### config.mk
export PLATFORM = sky130hd
export DESIGN_NAME = mem_access_unit_flat
export DESIGN_NICKNAME = d
export VERILOG_FILES = /design/src/rtl/mem_access_unit_pkg.sv /design/src/rtl/mem_access_unit_if.sv /design/src/rtl/mem_wait_timer.sv /design/src/rtl/mem_access_unit.sv /design/src/flat_wrapper.sv
export SDC_FILE = /design/constraint.sdc
export NUM_CORES = 1
export LEC_CHECK = 0
export ABC_AREA = 0
export ABC_CLOCK_PERIOD_IN_PS = 3700
export BUFFER_PORTS_ARGS = -buffer_cell sky130_fd_sc_hd__buf_2
export CORE_MARGIN = 10
export CORE_UTILIZATION = 54
export CTS_CLUSTER_DIAMETER = 30
export DETAILED_ROUTE_END_ITERATION = 16
export PLACE_DENSITY_LB_ADDON = 0.15
export SETUP_SLACK_MARGIN = 0.5
export SKIP_LAST_GASP = 1
export SLEW_MARGIN = 5
export SYNTH_ARGS = -nofsm -noshare
export SYNTH_HDL_FRONTEND = slang
export SYNTH_HIERARCHICAL = 1
export SYNTH_SLANG_ARGS = --single-unit
### constraint.sdc
create_clock -name clk -period 3.7 [get_ports clk]
set_input_delay 0.37 -clock clk [delete_from_list [all_inputs] [get_ports clk]]
set_output_delay 0.37 -clock clk [all_outputs]
set_load 0.01 [all_outputs]
### src/rtl/mem_access_unit_pkg.sv
// rtl/mem_access_unit_pkg.sv - shared types and defaults for the MEM-stage access unit
package mips_mem_pkg;

  localparam int TIMEOUT_DEFAULT = 16;

  typedef enum logic [1:0] {
    ST_IDLE   = 2'd0,
    ST_ACCESS = 2'd1,
    ST_DONE   = 2'd2
  } state_e;

  typedef struct packed {
    logic [31:0] rdata;
    logic [31:0] aluout;
    logic [4:0]  regwa;
    logic        regwrite;
    logic        memtoreg;
  } memwb_t;

  // Word accesses only: the two low address bits must be zero
  function automatic logic is_aligned(input logic [31:0] addr);
    return (addr[1:0] == 2'b00);
  endfunction

endpackage

### src/rtl/mem_access_unit_if.sv
// rtl/mem_access_unit_if.sv - EX/MEM, data-memory and MEM/WB signal bundle
interface mem_access_unit_if;

  logic [31:0] aluout;
  logic [31:0] memwd;
  logic [4:0]  regwa;
  logic        memread;
  logic        memwrite;
  logic        regwrite;
  logic        memtoreg;

  logic        dm_req;
  logic        dm_we;
  logic [31:0] dm_addr;
  logic [31:0] dm_wdata;
  logic        dm_ack;
  logic [31:0] dm_rdata;

  logic        stall;
  logic        err;

  logic [31:0] wb_rdata;
  logic [31:0] wb_aluout;
  logic [4:0]  wb_regwa;
  logic        wb_regwrite;
  logic        wb_memtoreg;

  modport slave (
    input  aluout, memwd, regwa, memread, memwrite, regwrite, memtoreg,
    input  dm_ack, dm_rdata,
    output dm_req, dm_we, dm_addr, dm_wdata,
    output stall, err,
    output wb_rdata, wb_aluout, wb_regwa, wb_regwrite, wb_memtoreg
  );

  modport master (
    output aluout, memwd, regwa, memread, memwrite, regwrite, memtoreg,
    output dm_ack, dm_rdata,
    input  dm_req, dm_we, dm_addr, dm_wdata,
    input  stall, err,
    input  wb_rdata, wb_aluout, wb_regwa, wb_regwrite, wb_memtoreg
  );

endinterface

### src/rtl/mem_wait_timer.sv
// rtl/mem_wait_timer.sv - ACCESS-cycle counter with timeout flag
module mem_wait_timer #(
  parameter int TIMEOUT = 16,
  parameter int CNT_W   = $clog2(TIMEOUT)
) (
  input  logic clk,
  input  logic rst,
  input  logic i_clear,
  input  logic i_inc,
  output logic o_expired
);

  logic [CNT_W-1:0] r_count;

  // Count ACCESS cycles; clear wins so a new access always starts from zero
  always_ff @(posedge clk) begin
    if (!rst) begin
      r_count <= '0;
    end else if (i_clear) begin
      r_count <= '0;
    end else if (i_inc) begin
      r_count <= r_count + CNT_W'(1);
    end
  end

  // Expired means this is the last ACCESS cycle the request is allowed
  assign o_expired = (r_count == CNT_W'(TIMEOUT - 1));

endmodule

### src/rtl/mem_access_unit.sv
// rtl/mem_access_unit.sv - MEM-stage data-memory access controller and MEM/WB register
module mem_access_unit
  import mips_mem_pkg::*;
#(
  parameter int TIMEOUT = TIMEOUT_DEFAULT,
  parameter int CNT_W   = $clog2(TIMEOUT)
) (
  input  logic              clk,
  input  logic              rst,
  mem_access_unit_if.slave  bus
);

  localparam logic [1:0] S_IDLE   = ST_IDLE;
  localparam logic [1:0] S_ACCESS = ST_ACCESS;
  localparam logic [1:0] S_DONE   = ST_DONE;

  logic [1:0]  r_state;
  logic        r_dm_req;
  logic        r_dm_we;
  logic [31:0] r_dm_addr;
  logic [31:0] r_dm_wdata;
  logic        r_err;
  memwb_t      r_lat;
  memwb_t      r_wb;

  logic w_is_mem;
  logic w_illegal;
  logic w_legal;
  logic w_expired;

  // Classify the instruction sitting in EX/MEM
  assign w_is_mem  = bus.memread | bus.memwrite;
  assign w_illegal = w_is_mem & (~is_aligned(bus.aluout) | (bus.memread & bus.memwrite));
  assign w_legal   = w_is_mem & ~w_illegal;

  mem_wait_timer #(
    .TIMEOUT (TIMEOUT),
    .CNT_W   (CNT_W)
  ) u_timer (
    .clk       (clk),
    .rst       (rst),
    .i_clear   (r_state != S_ACCESS),
    .i_inc     (r_state == S_ACCESS),
    .o_expired (w_expired)
  );

  // Freeze the front-end from the detection cycle through the last ACCESS cycle
  always_comb begin
    bus.stall = 1'b0;
    if (r_state == S_ACCESS) begin
      bus.stall = 1'b1;
    end else if (r_state == S_IDLE) begin
      bus.stall = w_legal;
    end
  end

  // Access FSM, memory request registers and MEM/WB pipeline register
  always_ff @(posedge clk) begin
    if (!rst) begin
      r_state    <= S_IDLE;
      r_dm_req   <= 1'b0;
      r_dm_we    <= 1'b0;
      r_dm_addr  <= '0;
      r_dm_wdata <= '0;
      r_err      <= 1'b0;
      r_lat      <= '0;
      r_wb       <= '0;
    end else begin
      r_err <= 1'b0;
      case (r_state)
        S_IDLE: begin
          if (w_legal) begin
            r_dm_addr      <= bus.aluout;
            r_dm_wdata     <= bus.memwd;
            r_dm_we        <= bus.memwrite;
            r_dm_req       <= 1'b1;
            r_lat.rdata    <= '0;
            r_lat.aluout   <= bus.aluout;
            r_lat.regwa    <= bus.regwa;
            r_lat.regwrite <= bus.regwrite;
            r_lat.memtoreg <= bus.memtoreg;
            r_wb           <= '0;
            r_state        <= S_ACCESS;
          end else begin
            r_wb.rdata    <= '0;
            r_wb.aluout   <= bus.aluout;
            r_wb.regwa    <= bus.regwa;
            r_wb.regwrite <= bus.regwrite & ~w_illegal;
            r_wb.memtoreg <= bus.memtoreg;
            r_err         <= w_illegal;
          end
        end
        S_ACCESS: begin
          if (bus.dm_ack) begin
            r_lat.rdata <= r_dm_we ? 32'd0 : bus.dm_rdata;
            r_dm_req    <= 1'b0;
            r_state     <= S_DONE;
          end else if (w_expired) begin
            r_lat.rdata    <= '0;
            r_lat.regwrite <= 1'b0;
            r_dm_req       <= 1'b0;
            r_err          <= 1'b1;
            r_state        <= S_DONE;
          end
        end
        S_DONE: begin
          r_wb    <= r_lat;
          r_state <= S_IDLE;
        end
        default: begin
          r_dm_req <= 1'b0;
          r_state  <= S_IDLE;
        end
      endcase
    end
  end

  assign bus.dm_req      = r_dm_req;
  assign bus.dm_we       = r_dm_we;
  assign bus.dm_addr     = r_dm_addr;
  assign bus.dm_wdata    = r_dm_wdata;
  assign bus.err         = r_err;
  assign bus.wb_rdata    = r_wb.rdata;
  assign bus.wb_aluout   = r_wb.aluout;
  assign bus.wb_regwa    = r_wb.regwa;
  assign bus.wb_regwrite = r_wb.regwrite;
  assign bus.wb_memtoreg = r_wb.memtoreg;

endmodule

### src/flat_wrapper.sv
// flat-port wrapper written by rule: the top's interface ports become plain ports
module mem_access_unit_flat import mips_mem_pkg::*;
#(
  parameter int TIMEOUT = TIMEOUT_DEFAULT,
  parameter int CNT_W   = $clog2(TIMEOUT)
)
  (clk, rst, bus_aluout, bus_memwd, bus_regwa, bus_memread, bus_memwrite, bus_regwrite, bus_memtoreg, bus_dm_ack, bus_dm_rdata, bus_dm_req, bus_dm_we, bus_dm_addr, bus_dm_wdata, bus_stall, bus_err, bus_wb_rdata, bus_wb_aluout, bus_wb_regwa, bus_wb_regwrite, bus_wb_memtoreg);
  mem_access_unit_if bus_i ();
  input  logic clk;
  input  logic rst;
  input wire logic [$bits(bus_i.aluout)-1:0] bus_aluout;
  input wire logic [$bits(bus_i.memwd)-1:0] bus_memwd;
  input wire logic [$bits(bus_i.regwa)-1:0] bus_regwa;
  input wire logic [$bits(bus_i.memread)-1:0] bus_memread;
  input wire logic [$bits(bus_i.memwrite)-1:0] bus_memwrite;
  input wire logic [$bits(bus_i.regwrite)-1:0] bus_regwrite;
  input wire logic [$bits(bus_i.memtoreg)-1:0] bus_memtoreg;
  input wire logic [$bits(bus_i.dm_ack)-1:0] bus_dm_ack;
  input wire logic [$bits(bus_i.dm_rdata)-1:0] bus_dm_rdata;
  output wire logic [$bits(bus_i.dm_req)-1:0] bus_dm_req;
  output wire logic [$bits(bus_i.dm_we)-1:0] bus_dm_we;
  output wire logic [$bits(bus_i.dm_addr)-1:0] bus_dm_addr;
  output wire logic [$bits(bus_i.dm_wdata)-1:0] bus_dm_wdata;
  output wire logic [$bits(bus_i.stall)-1:0] bus_stall;
  output wire logic [$bits(bus_i.err)-1:0] bus_err;
  output wire logic [$bits(bus_i.wb_rdata)-1:0] bus_wb_rdata;
  output wire logic [$bits(bus_i.wb_aluout)-1:0] bus_wb_aluout;
  output wire logic [$bits(bus_i.wb_regwa)-1:0] bus_wb_regwa;
  output wire logic [$bits(bus_i.wb_regwrite)-1:0] bus_wb_regwrite;
  output wire logic [$bits(bus_i.wb_memtoreg)-1:0] bus_wb_memtoreg;
  assign bus_i.aluout = bus_aluout;
  assign bus_i.memwd = bus_memwd;
  assign bus_i.regwa = bus_regwa;
  assign bus_i.memread = bus_memread;
  assign bus_i.memwrite = bus_memwrite;
  assign bus_i.regwrite = bus_regwrite;
  assign bus_i.memtoreg = bus_memtoreg;
  assign bus_i.dm_ack = bus_dm_ack;
  assign bus_i.dm_rdata = bus_dm_rdata;
  assign bus_dm_req = bus_i.dm_req;
  assign bus_dm_we = bus_i.dm_we;
  assign bus_dm_addr = bus_i.dm_addr;
  assign bus_dm_wdata = bus_i.dm_wdata;
  assign bus_stall = bus_i.stall;
  assign bus_err = bus_i.err;
  assign bus_wb_rdata = bus_i.wb_rdata;
  assign bus_wb_aluout = bus_i.wb_aluout;
  assign bus_wb_regwa = bus_i.wb_regwa;
  assign bus_wb_regwrite = bus_i.wb_regwrite;
  assign bus_wb_memtoreg = bus_i.wb_memtoreg;
  mem_access_unit #(.TIMEOUT(TIMEOUT), .CNT_W(CNT_W)) u_core (.clk(clk), .rst(rst), .bus(bus_i));
endmodule
# After elaboration in Yosys (flattened, before gate mapping)
# Index checks and enable logic that the tools add are counted.
# W data, S select, Z words.
[word_totals]
reg_bits = 183
inputBits = 108
output_inout_bits = 139
[classes]
bitwise_logic = 10
n_addsub = 1
n_reduce_logical = 10
eq_ne = 8
muxes = 23
[op_table]
columns = ["cell", "n"]
rows = [
  ["$pmux W71 S2", 1],
  ["$mux W32", 3],
  ["$mux W71", 1],
  ["$pmux W32 S2", 1],
  ["$mux W39", 1],
  ["$mux W1", 9],
  ["$mux W2", 3],
  ["$ne A2 B1 Y1 const B", 3],
  ["$reduce_and A3 Y1", 2],
  ["$add A4 B1 Y4 const B", 1],
  ["$and A1 B1 Y1", 4],
  ["$eq A4 B4 Y1 const B", 1],
  ["$logic_not A2 Y1", 2],
  ["$not A1 Y1", 4],
  ["$pmux W1 S2", 2],
  ["$pmux W2 S2", 1],
  ["$reduce_and A2 Y1", 2],
  ["$reduce_and A4 Y1", 1],
  ["$reduce_bool A2 Y1", 2],
  ["$ne A3 B2 Y1 const B", 1],
  ["$pmux W1 S3", 1],
  ["$eq A2 B1 Y1 const B", 1],
  ["$eq A2 B2 Y1 const B", 1],
  ["$ne A2 B2 Y1 const B", 1],
  ["other kinds (2)", 3],
]

# Depth between registers and ports, before layout
# Gate-level depths: netlist (run 1).
[logic_depth]
depth_word = 8
depth_mapped = 6

# By module
# Netlist (run 1), hierarchy kept.
[modules_own_cells]
columns = ["mod", "area_per_inst_um2", "n_inst", "cells_per_inst", "seq_area_each_um2"]
rows = [
  ["mem_access_unit", 7011.7, 1, 805, 3583.4],
  ["mem_wait_timer", 188.9, 1, 18, 80.1],
]

# Worst setup path before layout (run 1)
# No wires, ideal clock.
[synth_timing]
path_kind = "reg2reg"
start = "reg u_core.u_timer.r_count[0]"
end = "reg u_core/r_lat[39] in the netlist's numbering"
synth_period_minus_slack_ns = 1.774
stages_incl_launch_ff = 7
arrival_time_ns = 1.714
slack_ns = 1.926
required_ns = 3.640
path_cell_list = "dfxtp_1 -> ha_1 -> and3_2 -> or2_2 -> a221oi_2 -> buf_2 -> a22o_1"
[synth_via]
elab_chain_cells = 3
[synth_lines]
columns = ["element", "line", "text"]
rows = [
  ["start, declared", "mem_wait_timer.sv:13", "logic [CNT_W-1:0] r_count;"],
  ["start signal, assigned", "mem_wait_timer.sv:22", "r_count <= r_count + CNT_W'(1);"],
  ["$eq A4 B4 Y1", "mem_wait_timer.sv:27", "assign o_expired = (r_count == CNT_W'(TIMEOUT - 1));"],
  ["named net u_core.w_expired", "mem_access_unit.sv:29", "logic w_expired;"],
  ["$ne A3 B2 Y1 (no source line)", "-", ""],
  ["$reduce_and A3 Y1 (no source line)", "-", ""],
  ["end, declared", "mem_access_unit.sv:23", "memwb_t r_lat;"],
]
# The timed path passes the listed nets, and every way through them passes these cells.
# A chain may end at the register's enable or synchronous reset.

# Worst setup path after layout (run 1)
[layout_timing]
start = "reg u_core.r_state[0]"
end = "reg u_core/r_lat[5] in the netlist's numbering"
[layout_via]
elab_chain_cells = 2
[layout_lines]
columns = ["element", "line", "text"]
rows = [
  ["start, declared", "mem_access_unit.sv:17", "logic [1:0] r_state;"],
  ["start signal, assigned", "mem_access_unit.sv:60", "r_state <= S_IDLE;"],
  ["start signal, assigned", "mem_access_unit.sv:83", "r_state <= S_ACCESS;"],
  ["start signal, assigned", "mem_access_unit.sv:97", "r_state <= S_DONE;"],
  ["$logic_not A2 Y1", "mem_access_unit.sv:70", "case (r_state)"],
  ["$reduce_and A2 Y1 (no source line)", "-", ""],
]
# No other way between the ends.

==> summary.txt, run 1 <==
post-DP HPWL -> 14,200 um
core area -> 13,100 um^2
average size of a mapped cell -> 8.75 um^2
Min Clock Period, post-route -> 2.40 ns
CP max stage cell -> or4_2
total grt overflow -> 0
FF+latch count, synth -> 183
Buffers on Ports -> 246
internal cell power -> 3.24 mW
setup ws final -> 1.30 ns
total track usage -> 0.229
initial antenna violation count -> 2
Vias/cell -> 5.77
Hold Crit Class -> primary input to flop
initial DRC count -> 684
Worst-Margin Slew -> 0.972 ns
first-pass GRT wire length -> 34,500 um
synth unique cells -> 45
CP top delay family -> simple AND/OR/NAND/NOR gates
setup bufs post-CTS -> 0
kind of start point of the critical path -> flop
Area growth syn-to-layout -> 22.7%
Num CTS Buffers -> 17
Post-Syn Nets -> 932
Fillers -> 1,159
Root Driver -> clkbuf_16
fin util -> 0.672
antenna viol nets, final -> 0
pre-CTS setup slack -> 1.35 ns
worst r2r path cells -> 4
Comb pwr share -> 0.108
H-tree Lvls -> 4
setup TNS -> 0 ns
P_sw -> 1.06 mW
RePlAce Congestion -> 0.791
number of I/O pins -> 247
CP max FO -> 46
fmax -> 0.417 GHz
count of pins over their slew limit -> 0
status -> finished clean
clock tree buffer depth -> 2
clock-pin slew on the worst setup and hold paths -> 0.06 ns
register area share after synthesis -> 0.509
die width -> 135 um
total power -> 4.30 mW
Seq. cell area -> 3670 um^2
DRT Wirelength -> 22,000 um
DR vias -> 6,789
Power Density -> 487 nW/um^2
VDD IR-drop max -> 0.309 mV
Multi-input gate area -> 2990 um^2
num rows -> 42
max_slew headroom -> 0.351
Final Skew -> 0.00875 ns
switching part of the total power -> 0.246
Placement Cell Area -> 8240 um^2
Sequential Power Share -> 0.484
Post-synth EDFFs -> 0
post-route DRC violation count -> 0
cell count after synthesis -> 823
die area -> 18,400 um^2
Post-Syn Area -> 7200 um^2
drt wl/cell -> 18.7 um
hold buffers post-CTS -> 0
Top FF cell, synth -> dfxtp_1
Worst Setup End Kind -> flop
Worst-Skew Late Latency -> 0.41 ns
Setup CP Type -> flop to flop
Finished Cell Area -> 8830 um^2
clock power share -> 0.408
Die H -> 135 um
vias in the first global route -> 6,455
MaxCap Viol Count -> 0
proportion of layout cells with a drive suffix above 1 -> 0.309
Worst Path Arrival -> 2.68 ns
Fin. Hold Viols -> 0
crit path buf inv count -> 1
ys async rst share -> 0
Finish-stage setup viols -> 0
Nets -> 1,094
crit path cell chain -> or4_2 > buf_4 > o21ai_0 > a21oi_1
Resize count post-CTS -> 0
hold path cells -> 2
crit-path max cell delay -> 1.07 ns
Critical Path RT -> 3.99 ns
CTS tree -> done
Leak -> 3.62 nW
Pre-antenna DRT Iters -> 5
YS warnings -> 6
RSZ-0062 raised after global routing -> no
Worst path depth -> 4
pin count of the biggest net entering global routing -> 82
clock sinks -> 183
Initial Utilization -> 0.548
Tcrit/Tclk final -> 0.648
[through the flow]
stage | instances | hold slack (ns)
finish | 1176 | 0.160
global route | 1175 | 0.144
floorplan | 823 | 0.448
detailed placement | 1142 | 0.443
CTS | 1174 | 0.146
global placement | 1142 | 0.434
[state kept, by name (all words and copies together) (netlist names), 2 cells and up]
register / cells
u_core/bus.dm_wdata: 32
u_core/bus.wb_aluout: 32
u_core/bus.wb_rdata: 32
u_core/bus.wb_regwa: 5
u_core/r_lat: 71
u_core/r_state: 2
u_core/u_timer/r_count: 4
[metal layers]
layer  up-vias  routed length [um]  GRT usage
li1       3273                   -          -
met1      3187                9200      0.289
met2       311               10300      0.354
met3        18                2200     0.0827
met4         0                 248     0.0789
met5         -                   0          0
[synth_stat cells (14+ instances only)]
library cell    n  share of area
a31oi_1        36          0.031
a21oi_1        91          0.063
o211ai_1       36          0.038
clkbuf_1       67          0.035
dfxtp_1       183           0.51
a22o_1         32          0.039
buf_4          35          0.036
o21ai_0        69          0.048
nor2_1         22          0.011
nand3_1       123          0.085
nand2_1        61          0.032
a22oi_1        14          0.015
[power groups by stage]
stage / registers, mW / clock network (mW) / logic, mW
after floorplan: 2.14 / 0 / 0.255
after global placement: 2.12 / 0 / 0.461
after detailed placement: 2.12 / 0 / 0.464
after CTS: 2.08 / 1.78 / 0.465
after global routing: 2.09 / 1.86 / 0.510
final: 2.08 / 1.75 / 0.465
[cells in the final DEF (no fill, tap or decap), types with 2 or more instances in the layout]
| master | n |
|---|---|
| buf_2 | 246 |
| dfxtp_1 | 181 |
| nand3_1 | 123 |
| a21oi_1 | 91 |
| o21ai_0 | 69 |
| nand2_1 | 61 |
| o211ai_1 | 36 |
| a31oi_1 | 36 |
| a22o_1 | 32 |
| nor2_1 | 21 |
| clkbuf_16 | 17 |
| a22oi_1 | 14 |
| buf_4 | 11 |
| clkbuf_8 | 6 |
| clkbuf_1 | 3 |
| and3_1 | 3 |
| diode_2 | 2 |
| clkinvlp_4 | 2 |
| clkinv_2 | 2 |
| or2_2 | 2 |
| mux2_2 | 2 |
| buf_12 | 2 |
| dfxtp_2 | 2 |
| mux2i_1 | 2 |
| nand3b_1 | 2 |
[worst paths after layout]
| kind | end | start | slack (ns) |
|---|---|---|---|
| worst min register to register | u_core/bus.wb_rdata[16] | u_core/bus.wb_rdata[16] | 0.45 |
| worst min-delay path | u_core/r_lat[67] | bus_dm_rdata[28] | 0.16 |
| worst max register to register | u_core/r_lat[5] | u_core/r_state[0] | 1.30 |
| worst max-delay path | u_core/r_lat[5] | u_core/r_state[0] | 1.30 |
[cell families after synthesis]
| family | after synthesis | share of synthesized area |
|---|---|---|
| AOI/OAI and AO/OA | 286 | 0.244 |
| adders and majority gates | 2 | 0.00313 |
| and+or+nand+nor | 226 | 0.151 |
| DFF | 183 | 0.509 |
| muxes | 4 | 0.00591 |
| buffers and inverters | 119 | 0.0820 |
| xor gates and xnor gates | 3 | 0.00469 |
[cell type report]
type	count	share of cell area
Tap cell	176	0.0249
Clock inverter	6	0.00722
Inverter	3	0.00156
Multi-Input combinational cell	521	0.339
Clock buffer	26	0.0588
Timing Repair Buffer	259	0.153
Sequential cell	183	0.415
Antenna cell	2	0.000567
Power figures use the tool's default switching activity.
==> run 2: changes to the inputs <==
ABC_CLOCK_PERIOD_IN_PS = 2500   (was 3700)
CORE_UTILIZATION = 50   (was 54)
clock period = 2.5 ns   (was 3.7 ns; I/O delays follow)
==> summary.txt, run 2 (same netlist as run 1, synthesis figures left out) <==
H-tree Lvls -> 4 (unchanged)
pre-CTS setup slack -> 0.494 ns (was 1.35 ns)
CP max FO -> 69 (was 46)
leading cell type in the layout, fill and taps excluded -> buf_2 (unchanged)
die width -> 140 um (was 135 um)
Vias/cell -> 5.73 (was 5.77)
clock sinks -> 183 (unchanged)
Power Density -> 709 nW/um^2 (was 487 nW/um^2)
fin util -> 0.636 (was 0.672)
most flop-heavy register -> u_core/r_lat (unchanged)
initial DRC count -> 535 (was 684)
CTS tree -> done (unchanged)
CP max stage cell -> or4_2 (unchanged)
antenna viol nets, final -> 0 (unchanged)
Worst-Margin Slew -> 0.636 ns (was 0.972 ns)
vias in the first global route -> 6,692 (was 6,455)
Nets -> 1,102 (was 1,094)
num rows -> 43 (was 42)
Placement Cell Area -> 8310 um^2 (was 8240 um^2)
Hold Crit Class -> primary input to flop (unchanged)
most frequent cells in the layout -> buf_2 (246), dfxtp_1 (181), nand3_1 (123) (unchanged)
total track usage -> 0.219 (was 0.229)
clock tree buffer depth -> 2 (unchanged)
proportion of layout cells with a drive suffix above 1 -> 0.316 (was 0.309)
Num CTS Buffers -> 17 (unchanged)
Worst Path Arrival -> 2.19 ns (was 2.68 ns)
VDD IR-drop max -> 0.547 mV (was 0.309 mV)
Fin. Hold Viols -> 0 (unchanged)
setup ws final -> 0.589 ns (was 1.30 ns)
Min Clock Period, post-route -> 1.91 ns (was 2.40 ns)
crit-path max cell delay -> 0.77 ns (was 1.07 ns)
Placed Instances -> 1,154 (was 1,142)
kind of start point of the critical path -> flop (unchanged)
status -> finished clean (unchanged)
Leak -> 3.64 nW (was 3.62 nW)
Setup CP Type -> flop to flop (unchanged)
first-pass GRT wire length -> 36,000 um (was 34,500 um)
post-route DRC violation count -> 0 (unchanged)
Worst Setup SP -> u_core/r_state[1] (was u_core/r_state[0])
MaxCap Viol Count -> 0 (unchanged)
fmax -> 0.523 GHz (was 0.417 GHz)
total power -> 6.31 mW (was 4.30 mW)
min-delay src -> bus_dm_rdata[31] (was bus_dm_rdata[28])
Area growth syn-to-layout -> 23.5% (was 22.7%)
Reg2Reg Launch Point -> u_core/r_state[1] (was u_core/r_state[0])
DRT Wirelength -> 22,400 um (was 22,000 um)
Critical Path RT -> 2.78 ns (was 3.99 ns)
Non-Filler Instances -> 1,187 (was 1,176)
Initial Utilization -> 0.515 (was 0.548)
DR vias -> 6,802 (was 6,789)
core area -> 14,000 um^2 (was 13,100 um^2)
Tcrit/Tclk final -> 0.765 (was 0.648)
pin count of the biggest net entering global routing -> 142 (was 82)
Root Driver -> clkbuf_16 (unchanged)
Pre-antenna DRT Iters -> 5 (unchanged)
drt wl/cell -> 18.9 um (was 18.7 um)
Worst Setup End Kind -> flop (unchanged)
total grt overflow -> 0 (unchanged)
die area -> 19,600 um^2 (was 18,400 um^2)
hold buffers post-CTS -> 0 (unchanged)
RSZ-0062 raised after global routing -> no (unchanged)
crit path cell chain -> or4_2 > buf_12 > o21ai_0 > a21oi_1 (was or4_2 > buf_4 > o21ai_0 > a21oi_1)
Die H -> 140 um (was 135 um)
RePlAce Congestion -> 0.807 (was 0.791)
Final Skew -> 0.0110 ns (was 0.00875 ns)
number of I/O pins -> 247 (unchanged)
max reg flops -> 71 (unchanged)
Finish-stage setup viols -> 0 (unchanged)
setup TNS -> 0 ns (unchanged)
max_slew headroom -> 0.576 (was 0.351)
Finished Cell Area -> 8890 um^2 (was 8830 um^2)
post-DP HPWL -> 14,800 um (was 14,200 um)
count of pins over their slew limit -> 0 (unchanged)
Buffers on Ports -> 246 (unchanged)
initial antenna violation count -> 1 (was 2)
clock-pin slew on the worst setup and hold paths -> 0.07 ns (was 0.06 ns)
Worst-Skew Late Latency -> 0.42 ns (was 0.41 ns)
WHS -> 0.0269 ns (was 0.160 ns)
==> run 2: cell types whose count changed in the layout (fill, tap and decap cells not counted), sizes merged <==
cell / change
inv: +2
buf: +8
clkbuf: -9
clkinvlp: +5
clkinv: +1
==> run 2: area by class of cell <==
cell class | instances | area [um^2]
Sequential cell | 183 | 3670
Tap cell | 180 | 225
Timing Repair Buffer | 267 | 1430
Fill cell | 1235 | 5100
Inverter | 3 | 13.8
Clock inverter | 14 | 130
Antenna cell | 2 | 5.00
Clock buffer | 17 | 425
Multi-Input combinational cell | 521 | 2990
==> run 2: final timing paths <==
kind / end / slack [ns] / depth (start not counted)
worst min-delay path: u_core/r_lat[70] / 0.03 / 2
worst max-delay path: u_core/r_lat[11] / 0.59 / 4
worst max register to register: u_core/r_lat[11] / 0.59 / 4
worst min register to register: u_core/bus.wb_rdata[14] / 0.45 / 2
==> run 2: repair_timing <==
action | 4_1_cts | 5_1_grt
buffers inserted | 0 | 0
endpoints found under the setup margin | 12 | 34
resized for setup | 2 | 4
==> run 2: routing by layer <==
metal	wire length (um)	global-route usage	vias up	share of wire
met3	2380	0.0950	16	0.11
met4	287	0.0533	0	0.013
met1	9220	0.268	3209	0.41
li1	-	-	3281	-
met5	0	0	-	0
met2	10500	0.347	296	0.47
==> run 2: power by group <==
group	switching [mW]	total (mW)	internal, mW
registers	0.0579	3.08	3.02
logic	0.452	0.704	0.252
clock network	1.15	2.53	1.37
total	1.66	6.31	4.64
==> run 2: worst max-delay path, delay by kind of cell (launching register included) <==
family	cells	cell delay, ns
compound gates	2	0.29
buf+inv	1	0.24
flops	1	0.43
simple gates	1	0.77
